==> config.mk <==
export PLATFORM = sky130hd
export DESIGN_NAME = masked_vector_rf
export DESIGN_NICKNAME = d
export VERILOG_FILES = /design/src/rtl/masked_vector_rf.sv
export SDC_FILE = /design/constraint.sdc
export NUM_CORES = 2
export LEC_CHECK = 0
export CELL_PAD_IN_SITES_DETAIL_PLACEMENT = 0
export CELL_PAD_IN_SITES_GLOBAL_PLACEMENT = 2
export CORE_MARGIN = 10
export CORE_UTILIZATION = 48
export CTS_BUF_LIST = sky130_fd_sc_hd__clkbuf_2 sky130_fd_sc_hd__clkbuf_4 sky130_fd_sc_hd__clkbuf_8
export DETAILED_ROUTE_END_ITERATION = 12
export MAX_ROUTING_LAYER = met4
export PLACE_DENSITY_LB_ADDON = 0.1
export SYNTH_ARGS = -nofsm -noshare
export SYNTH_HDL_FRONTEND = slang
export SYNTH_SLANG_ARGS = --single-unit
==> constraint.sdc <==
create_clock -name clk_i -period 6 [get_ports clk_i]
set_clock_uncertainty 0.15 [all_clocks]
set_input_delay 1.2 -clock clk_i [delete_from_list [all_inputs] [get_ports clk_i]]
set_output_delay 1.2 -clock clk_i [all_outputs]
set_load 0.005 [all_outputs]
==> src/rtl/masked_vector_rf.sv <==
// Per-lane write-masked vector register file: one masked write port, two registered read ports,
// built-in zero-fill sweep. Define RF_BYPASS_EN for lane-granular write-first read-during-write.

module masked_vector_rf_lane #(
    parameter int LANE_W = 32,
    parameter int DEPTH  = 8,
    parameter int ADDR_W = $clog2(DEPTH)
) (
    input  logic              clk_i,
    input  logic              rst_i,
    input  logic              we_i,
    input  logic [ADDR_W-1:0] waddr_i,
    input  logic [LANE_W-1:0] wdata_i,
    input  logic              re_a_i,
    input  logic              ok_a_i,
    input  logic              fwd_a_i,
    input  logic [ADDR_W-1:0] raddr_a_i,
    output logic [LANE_W-1:0] rdata_a_o,
    input  logic              re_b_i,
    input  logic              ok_b_i,
    input  logic              fwd_b_i,
    input  logic [ADDR_W-1:0] raddr_b_i,
    output logic [LANE_W-1:0] rdata_b_o
);
    logic [LANE_W-1:0] mem_q [DEPTH];
    logic [LANE_W-1:0] rdata_a_q, rdata_b_q;

    // Storage carries no reset so it can map onto block RAM; the sweep zeroes it instead.
    always_ff @(posedge clk_i) begin
        if (we_i) mem_q[waddr_i] <= wdata_i;
    end

    always_ff @(posedge clk_i or negedge rst_i) begin
        if (!rst_i) begin
            rdata_a_q <= '0;
            rdata_b_q <= '0;
        end else begin
            if (re_a_i) rdata_a_q <= !ok_a_i ? '0 : (fwd_a_i ? wdata_i : mem_q[raddr_a_i]);
            if (re_b_i) rdata_b_q <= !ok_b_i ? '0 : (fwd_b_i ? wdata_i : mem_q[raddr_b_i]);
        end
    end

    assign rdata_a_o = rdata_a_q;
    assign rdata_b_o = rdata_b_q;
endmodule

module masked_vector_rf #(
    parameter int NUM_LANES = 8,
    parameter int LANE_W    = 32,
    parameter int DEPTH     = 8,
    parameter int ADDR_W    = $clog2(DEPTH)
) (
    input  logic                        clk_i,
    input  logic                        rst_i,
    input  logic                        clear_i,
    output logic                        ready_o,
    input  logic                        wr_en_i,
    input  logic [NUM_LANES-1:0]        wr_mask_i,
    input  logic [ADDR_W-1:0]           wr_addr_i,
    input  logic [NUM_LANES*LANE_W-1:0] wr_data_i,
    input  logic                        rd_en_a_i,
    input  logic [ADDR_W-1:0]           rd_addr_a_i,
    output logic [NUM_LANES*LANE_W-1:0] rd_data_a_o,
    output logic                        rd_valid_a_o,
    input  logic                        rd_en_b_i,
    input  logic [ADDR_W-1:0]           rd_addr_b_i,
    output logic [NUM_LANES*LANE_W-1:0] rd_data_b_o,
    output logic                        rd_valid_b_o
);
    localparam logic ST_CLEAR = 1'b0;
    localparam logic ST_IDLE  = 1'b1;
    localparam logic [ADDR_W:0] DEPTH_X = (ADDR_W+1)'(DEPTH);

    logic              state_q, state_d;
    logic [ADDR_W-1:0] clr_idx_q, clr_idx_d;
    logic              vld_a_q, vld_b_q;
    logic              clearing, wr_ok, wr_go, ok_a, ok_b, acc_a, acc_b;
    logic [ADDR_W-1:0] mem_addr;

    assign clearing = (state_q == ST_CLEAR);
    assign ready_o  = (state_q == ST_IDLE);

    always_comb begin
        state_d   = state_q;
        clr_idx_d = clr_idx_q;
        if (clearing) begin
            if (clear_i) begin
                clr_idx_d = '0;
            end else if (clr_idx_q == ADDR_W'(DEPTH-1)) begin
                state_d   = ST_IDLE;
                clr_idx_d = '0;
            end else begin
                clr_idx_d = clr_idx_q + 1'b1;
            end
        end else if (clear_i) begin
            state_d   = ST_CLEAR;
            clr_idx_d = '0;
        end
    end

    always_ff @(posedge clk_i or negedge rst_i) begin
        if (!rst_i) begin
            state_q   <= ST_CLEAR;
            clr_idx_q <= '0;
            vld_a_q   <= 1'b0;
            vld_b_q   <= 1'b0;
        end else begin
            state_q   <= state_d;
            clr_idx_q <= clr_idx_d;
            vld_a_q   <= acc_a;
            vld_b_q   <= acc_b;
        end
    end

    // Out-of-range addresses only occur for non-power-of-two DEPTH.
    assign wr_ok    = ({1'b0, wr_addr_i} < DEPTH_X);
    assign ok_a     = ({1'b0, rd_addr_a_i} < DEPTH_X);
    assign ok_b     = ({1'b0, rd_addr_b_i} < DEPTH_X);
    assign wr_go    = ready_o & wr_en_i & ~clear_i & wr_ok;
    assign acc_a    = ready_o & rd_en_a_i;
    assign acc_b    = ready_o & rd_en_b_i;
    assign mem_addr = clearing ? clr_idx_q : wr_addr_i;

    for (genvar i = 0; i < NUM_LANES; i++) begin : g_lane
        logic we, fwd_a, fwd_b;
        assign we = clearing | (wr_go & wr_mask_i[i]);
`ifdef RF_BYPASS_EN
        assign fwd_a = wr_go & wr_mask_i[i] & (wr_addr_i == rd_addr_a_i);
        assign fwd_b = wr_go & wr_mask_i[i] & (wr_addr_i == rd_addr_b_i);
`else
        assign fwd_a = 1'b0;
        assign fwd_b = 1'b0;
`endif
        masked_vector_rf_lane #(.LANE_W(LANE_W), .DEPTH(DEPTH), .ADDR_W(ADDR_W)) u_lane (
            .clk_i     (clk_i),
            .rst_i     (rst_i),
            .we_i      (we),
            .waddr_i   (mem_addr),
            .wdata_i   (clearing ? '0 : wr_data_i[i*LANE_W +: LANE_W]),
            .re_a_i    (acc_a),
            .ok_a_i    (ok_a),
            .fwd_a_i   (fwd_a),
            .raddr_a_i (rd_addr_a_i),
            .rdata_a_o (rd_data_a_o[i*LANE_W +: LANE_W]),
            .re_b_i    (acc_b),
            .ok_b_i    (ok_b),
            .fwd_b_i   (fwd_b),
            .raddr_b_i (rd_addr_b_i),
            .rdata_b_o (rd_data_b_o[i*LANE_W +: LANE_W])
        );
    end

    assign rd_valid_a_o = vld_a_q;
    assign rd_valid_b_o = vld_b_q;
endmodule

* After elaboration in Yosys (flattened, before gate mapping)
Memories as Yosys holds them, arrays and structs flattened. A register that Yosys moved wholly into a read port is not among the register bits.
Index checks and enable logic that the tools add are counted.
** Word-level totals
- Bits in registers :: 6
- Bits in latches :: 0
- RAM bits :: 2048
- Bits in read-only memories :: 0
- Output and inout port bits :: 515
- Logic and storage cells :: 86
- Memories kept :: 8
** Memory list
- g_lane[0].u_lane.mem_q :: words 8, bits a word 32, read ports 2, clocked after Yosys merged registers in 2, write ports 1, line 25 : logic [LANE_W-1:0] mem_q [DEPTH];
- g_lane[1].u_lane.mem_q :: words 8, bits a word 32, read ports 2, clocked after Yosys merged registers in 2, write ports 1, line 25
- g_lane[2].u_lane.mem_q :: words 8, bits a word 32, read ports 2, clocked after Yosys merged registers in 2, write ports 1, line 25
- g_lane[3].u_lane.mem_q :: words 8, bits a word 32, read ports 2, clocked after Yosys merged registers in 2, write ports 1, line 25
- g_lane[4].u_lane.mem_q :: words 8, bits a word 32, read ports 2, clocked after Yosys merged registers in 2, write ports 1, line 25
- g_lane[5].u_lane.mem_q :: words 8, bits a word 32, read ports 2, clocked after Yosys merged registers in 2, write ports 1, line 25
- 2 more memories
** Cells by class
- Add/subtract/negate cells :: 1
- Multipliers :: 0
- Divide/modulo/power cells :: 0
- Magnitude comparators :: 0
- Equal/unequal tests :: 2
- Shift operators :: 0
- Muxes and demuxes :: 33
- Bitwise logic cells :: 22
- Reduce and logical (&&, ||, !) cells :: 16
** Operator list (number)
- $mux W32 :: 8
- $mux W1 :: 20
- $logic_not A1 Y1 :: 16
- $mux W3 :: 5
- $and A1 B1 Y1 :: 12
- $or A1 B1 Y1 :: 8
- $add A3 B1 Y3 const B :: 1
- $eq A3 B3 Y1 const B :: 1
- $ne A2 B2 Y1 const B :: 1
- $not A1 Y1 :: 2

* Longest topological paths before layout
- Depth after elaboration :: 6
- Mapped depth :: 8

* By module
From an unflattened synthesis, not the netlist that was laid out.
** Unflattened totals
- Cell total of the unflattened synthesis :: 9391
- Area total of the unflattened synthesis :: 127611.1 um^2
** By module, submodules not included
- masked_vector_rf_lane :: instances 8, cells an instance 1133, area an instance 15686.3 um^2
- masked_vector_rf :: instances 1, cells an instance 327, area an instance 2120.8 um^2

* Worst setup path after synthesis
OpenSTA, ideal clock, no wires.
- Path type :: input port to flip-flop
- Start :: input wr_en_i
- End :: memory g_lane[5].u_lane.mem_q[3][0] (enable)
- Library setup time :: 0.461 ns
- Arrival time :: 4.014 ns
- Path slack :: 1.376 ns
- Cell stages on the path :: 4
- Buffers on the path :: 1
- Cell sequence :: nor2b_1 clkbuf_1 a21boi_1 nor3_1
** On the way
- Cells in the longest elaborated chain, start to end :: 6
** RTL lines
- start: declaration :: line 57 : input logic wr_en_i,
- $and A1 B1 Y1 (2 in a row) :: line 119 : assign wr_go = ready_o & wr_en_i & ~clear_i & wr_ok;
- $and A1 B1 Y1 :: line 126 : assign we = clearing | (wr_go & wr_mask_i[i]);
- $or A1 B1 Y1 :: line 126
- $mux W1 :: line 30 : if (we_i) mem_q[waddr_i] <= wdata_i;
- $mux W1 (not written as such) :: line 30
- end: declaration :: line 25
No other way between the ends.

* Worst setup path after layout
- Start :: register state_q (netlist: ready_o)
- End :: output ready_o
** RTL lines
- start: declaration :: line 74 : logic state_q, state_d;
- start signal: assignment :: line 108 : state_q <= state_d;
- end: declaration :: line 56 : output logic ready_o,
No word-level cell between the ends.

==> run summary <==
Outcome = complete, no violations
CP endpoint kind = output pin
Placed inst area = 126000 um2
Final nets = 8544
Final worst path period share = 74.6%
Combinational Power Share = 14.2%
Slew @ Worst Pin = 1.32 ns
Busiest grt layer = met2
GR Util met2 = 46.6%
Final instance area = 136000 um2
Synth Area in Simple Gates = 3.68%
Hold path start = g_lane[4].u_lane.rdata_b_o[8]
Num CTS Buffers = 437
Initial drt markers = 6399
CTS H-tree depth = 5
Sw power = 11.9 mW
Placed insts = 10990
Crit path launch type = register
Antenna violations before repair = 23
# DRC = 0
Avg WL per Cell = 32.8 um
RR Startpoint = ready_o
Top delay family on crit path = buffers and inverters
GRT Total Usage = 29.9%
Clock latency on the worst-skew pair = 1.11 ns
Post-synth EDFFs = 2048
# setup viols final = 0
Hold Path Class = reg -> reg
Hold Vio Cnt, Final = 0
Die X = 509 um
Worst reg-to-reg setup slack = 2.06 ns
CP Buf/Inv Count = 2
Clock Tree Buf Depth = 4
Static Leakage = 51.5 nW
Final HPWL DP = 234000 um
Total power = 45.4 mW
Relative slew slack = 11.6%
Ys Warns = 0
Non-filler cells, final = 11795
Final Wtd Congestion = 0.802
Net Sw Frac = 26.2%
CP arrival = 3.13 ns
Number of I/O port buffers = 793
Die H = 509 um
Kind of critical path = reg -> out
Detailed-route via count = 73484
Main combinational cell family by area after synthesis = multiplexers
Cts repair resizes = 0
M1 GR Usage = 39.3%
Sequential fraction of the synthesis area = 64.9%
Post-DRT Antenna Nets = 0
Area share of xor/xnor cells in the synthesized design = 0%
Drt pass-1 iters = 6
Syn nets = 7712
Setup TNS = 0 ns
Post-synthesis mux area share = 19.0%
VDD IR max = 0.227 mV
Clk slew on worst S/H paths = 0.07 ns
Initial Utilization = 48.3%
Crit path from = ready_o
Post-synthesis compound-gate area fraction = 9.70%
Slowest Stage Delay on Critical Path = 0.96 ns
First-pass GRT wire length = 548000 um
Fraction of layout cells with a size suffix above 1 = 22.9%
Area grow syn2layout = 18.2%
Period minus WS final = 4.48 ns
CTS tree = yes
Synth unique cells = 34
Post-Syn Instances = 7431
CP Max Fanout = 51
Std cell rows = 179
RSZ-0062 raised after global routing = no
Slowest stage cell, crit path = dfrtp_4
Power Dens Cells = 335 nW/um2
Post-Synth Adder-Cell Area = 0.0218%
Core area = 238000 um2
Flops & latches, synth = 2566
Peak Freq = 223 MHz
Async set-reset flop share out of synthesis = 20.2%
Final WL = 387000 um
Clk pwr share = 36.8%
Final slew viol count = 0
Die area = 259000 um2
Largest net degree at the start of global routing = 137
Io pins = 794
Most used DFF post-synth = edfxtp_1
Worst Path Required = 4.65 ns
CTS Root Cell = clkbuf_8
Global route overflow = 0
CP Cell Sequence = buf_4, clkdlybuf4s50_1
Netlist Area Pre-Place = 115000 um2
Vias per cell = 6.23
CTS sink cnt = 2566
Max_cap viols = 0
Post-Syn Area per Cell = 15.5 um2
Vias in the first global route = 75922
GR Util met3 = 5.16%
Utilization after layout = 57.0%
Reg power frac = 49.0%
Pint = 33.5 mW
==> final timing paths <==
kind,cells past startpoint,end
setup reg to reg,4,g_lane[2].u_lane.mem_q[3][19]
min in group asynchronous,2,g_lane[1].u_lane.rdata_a_o[7]
hold / removal,2,g_lane[4].u_lane.rdata_b_o[8]
hold reg to reg,2,g_lane[4].u_lane.rdata_b_o[8]
setup / recovery,2,ready_o
max in group asynchronous,3,g_lane[4].u_lane.rdata_a_o[14]
==> layout by cell type, fill, tap and decap left out, drive strengths merged, types with 2 or more instances in the layout <==
cell type      synthesis  final
clkdlybuf4s50          0    786
nand2                417    417
ha                     2      2
clkbuf               272    637
buf                  314    192
nand2b                 6      6
a21boi                 8      8
o21ai                  8      8
o22ai                411    411
mux4                 101    101
o31ai                411    411
nor2b                107    107
nor2                  72     72
mux2i               1028   1028
nor3                   4      4
clkinvlp               0     12
o221ai               101    101
mux2                 824    824
inv                    2      5
nor3b                  3      3
diode                  0      6
clkinv                 0    122
dfrtp                518    518
o22a                 101    101
edfxtp              2048   2048
bufinv                 0     24
and2                 256    256
and3b                  3      3
a22o                 411    411
==> stage by stage <==
stage	hold slack (ns)	worst slack [ns]
after floorplan	0.323	1.38
after global placement	0.313	1.36
after detailed placement	0.316	1.37
after CTS	0.327	1.41
after global routing	0.349	1.43
final	0.325	1.52
==> tightest hold or removal path: stages (launching register included) <==
cell and delay (ns):
dfrtp_1 0.34, nand2_1 0.05, o31ai_1 0.05
==> cells by family after synthesis <==
logic type,after synthesis
compound gates,1452
fa+ha+maj,2
buf+inv,588
flops,2566
mux,1953
simple gates,870
==> cell usage after synthesis, types with 3 or more instances <==
cell / instances / area [um2]
nand2b_1: 6 / 37.5
buf_8: 5 / 75.1
buf_1: 25 / 93.8
dfrtp_1: 518 / 13000
a21boi_1: 8 / 60.1
a22o_1: 411 / 3600
buf_2: 157 / 786
o22ai_1: 411 / 2570
nor3_1: 4 / 20.0
clkbuf_1: 271 / 1020
o31ai_1: 409 / 3070
nor2b_1: 107 / 669
mux4_2: 101 / 2270
and3b_1: 3 / 26.3
mux2_2: 824 / 9280
buf_4: 79 / 593
o21ai_1: 8 / 40.0
edfxtp_1: 2048 / 61500
nor3b_1: 3 / 22.5
o221ai_1: 101 / 885
buf_6: 48 / 541
nand2_1: 416 / 1560
mux2i_1: 1028 / 10300
nor2_1: 72 / 270
o22a_1: 101 / 885
and2_1: 256 / 1600
==> layout make-up <==
cell class | count | area (um2)
Multi-Input combinational cell | 4277 | 38000
Clock inverter | 161 | 1390
Clock buffer | 637 | 7940
Fill cell | 18884 | 102000
Tap cell | 3167 | 3960
Timing Repair Buffer | 979 | 9880
Inverter | 2 | 17.5
Sequential cell | 2566 | 74500
Antenna cell | 6 | 15.0
==> repair_timing <==
item | 4_1_cts | 5_1_grt
hold buffers | 1 | 0
endpoints found under the hold margin | 42 | 0
setup buffers | 0 | 0
==> flip-flops by register name (all words and copies together) (netlist names) <==
name	cells
clr_idx_q	3
g_lane.u_lane.mem_q	2048
g_lane.u_lane.rdata_a_o	256
g_lane.u_lane.rdata_b_o	256
rd_valid_a_o	1
rd_valid_b_o	1
ready_o	1
==> per-layer routing <==
metal,up-vias,wire length [um]
met3,659,28700
met2,3205,181000
met1,38416,162000
met4,0,16200
li1,31204,-
met5,-,0
==> power by group through the flow <==
stage | clock, mW | combinational [mW] | sequential, mW
4_1_cts | 17.0 | 6.52 | 22.2
2_1_floorplan | 0 | 2.85 | 21.9
6_report | 16.7 | 6.44 | 22.3
3_5_place_dp | 0 | 6.49 | 22.6
3_3_place_gp | 0 | 6.44 | 22.5
5_1_grt | 17.9 | 6.87 | 22.4
(Power assumes the default switching activity.)
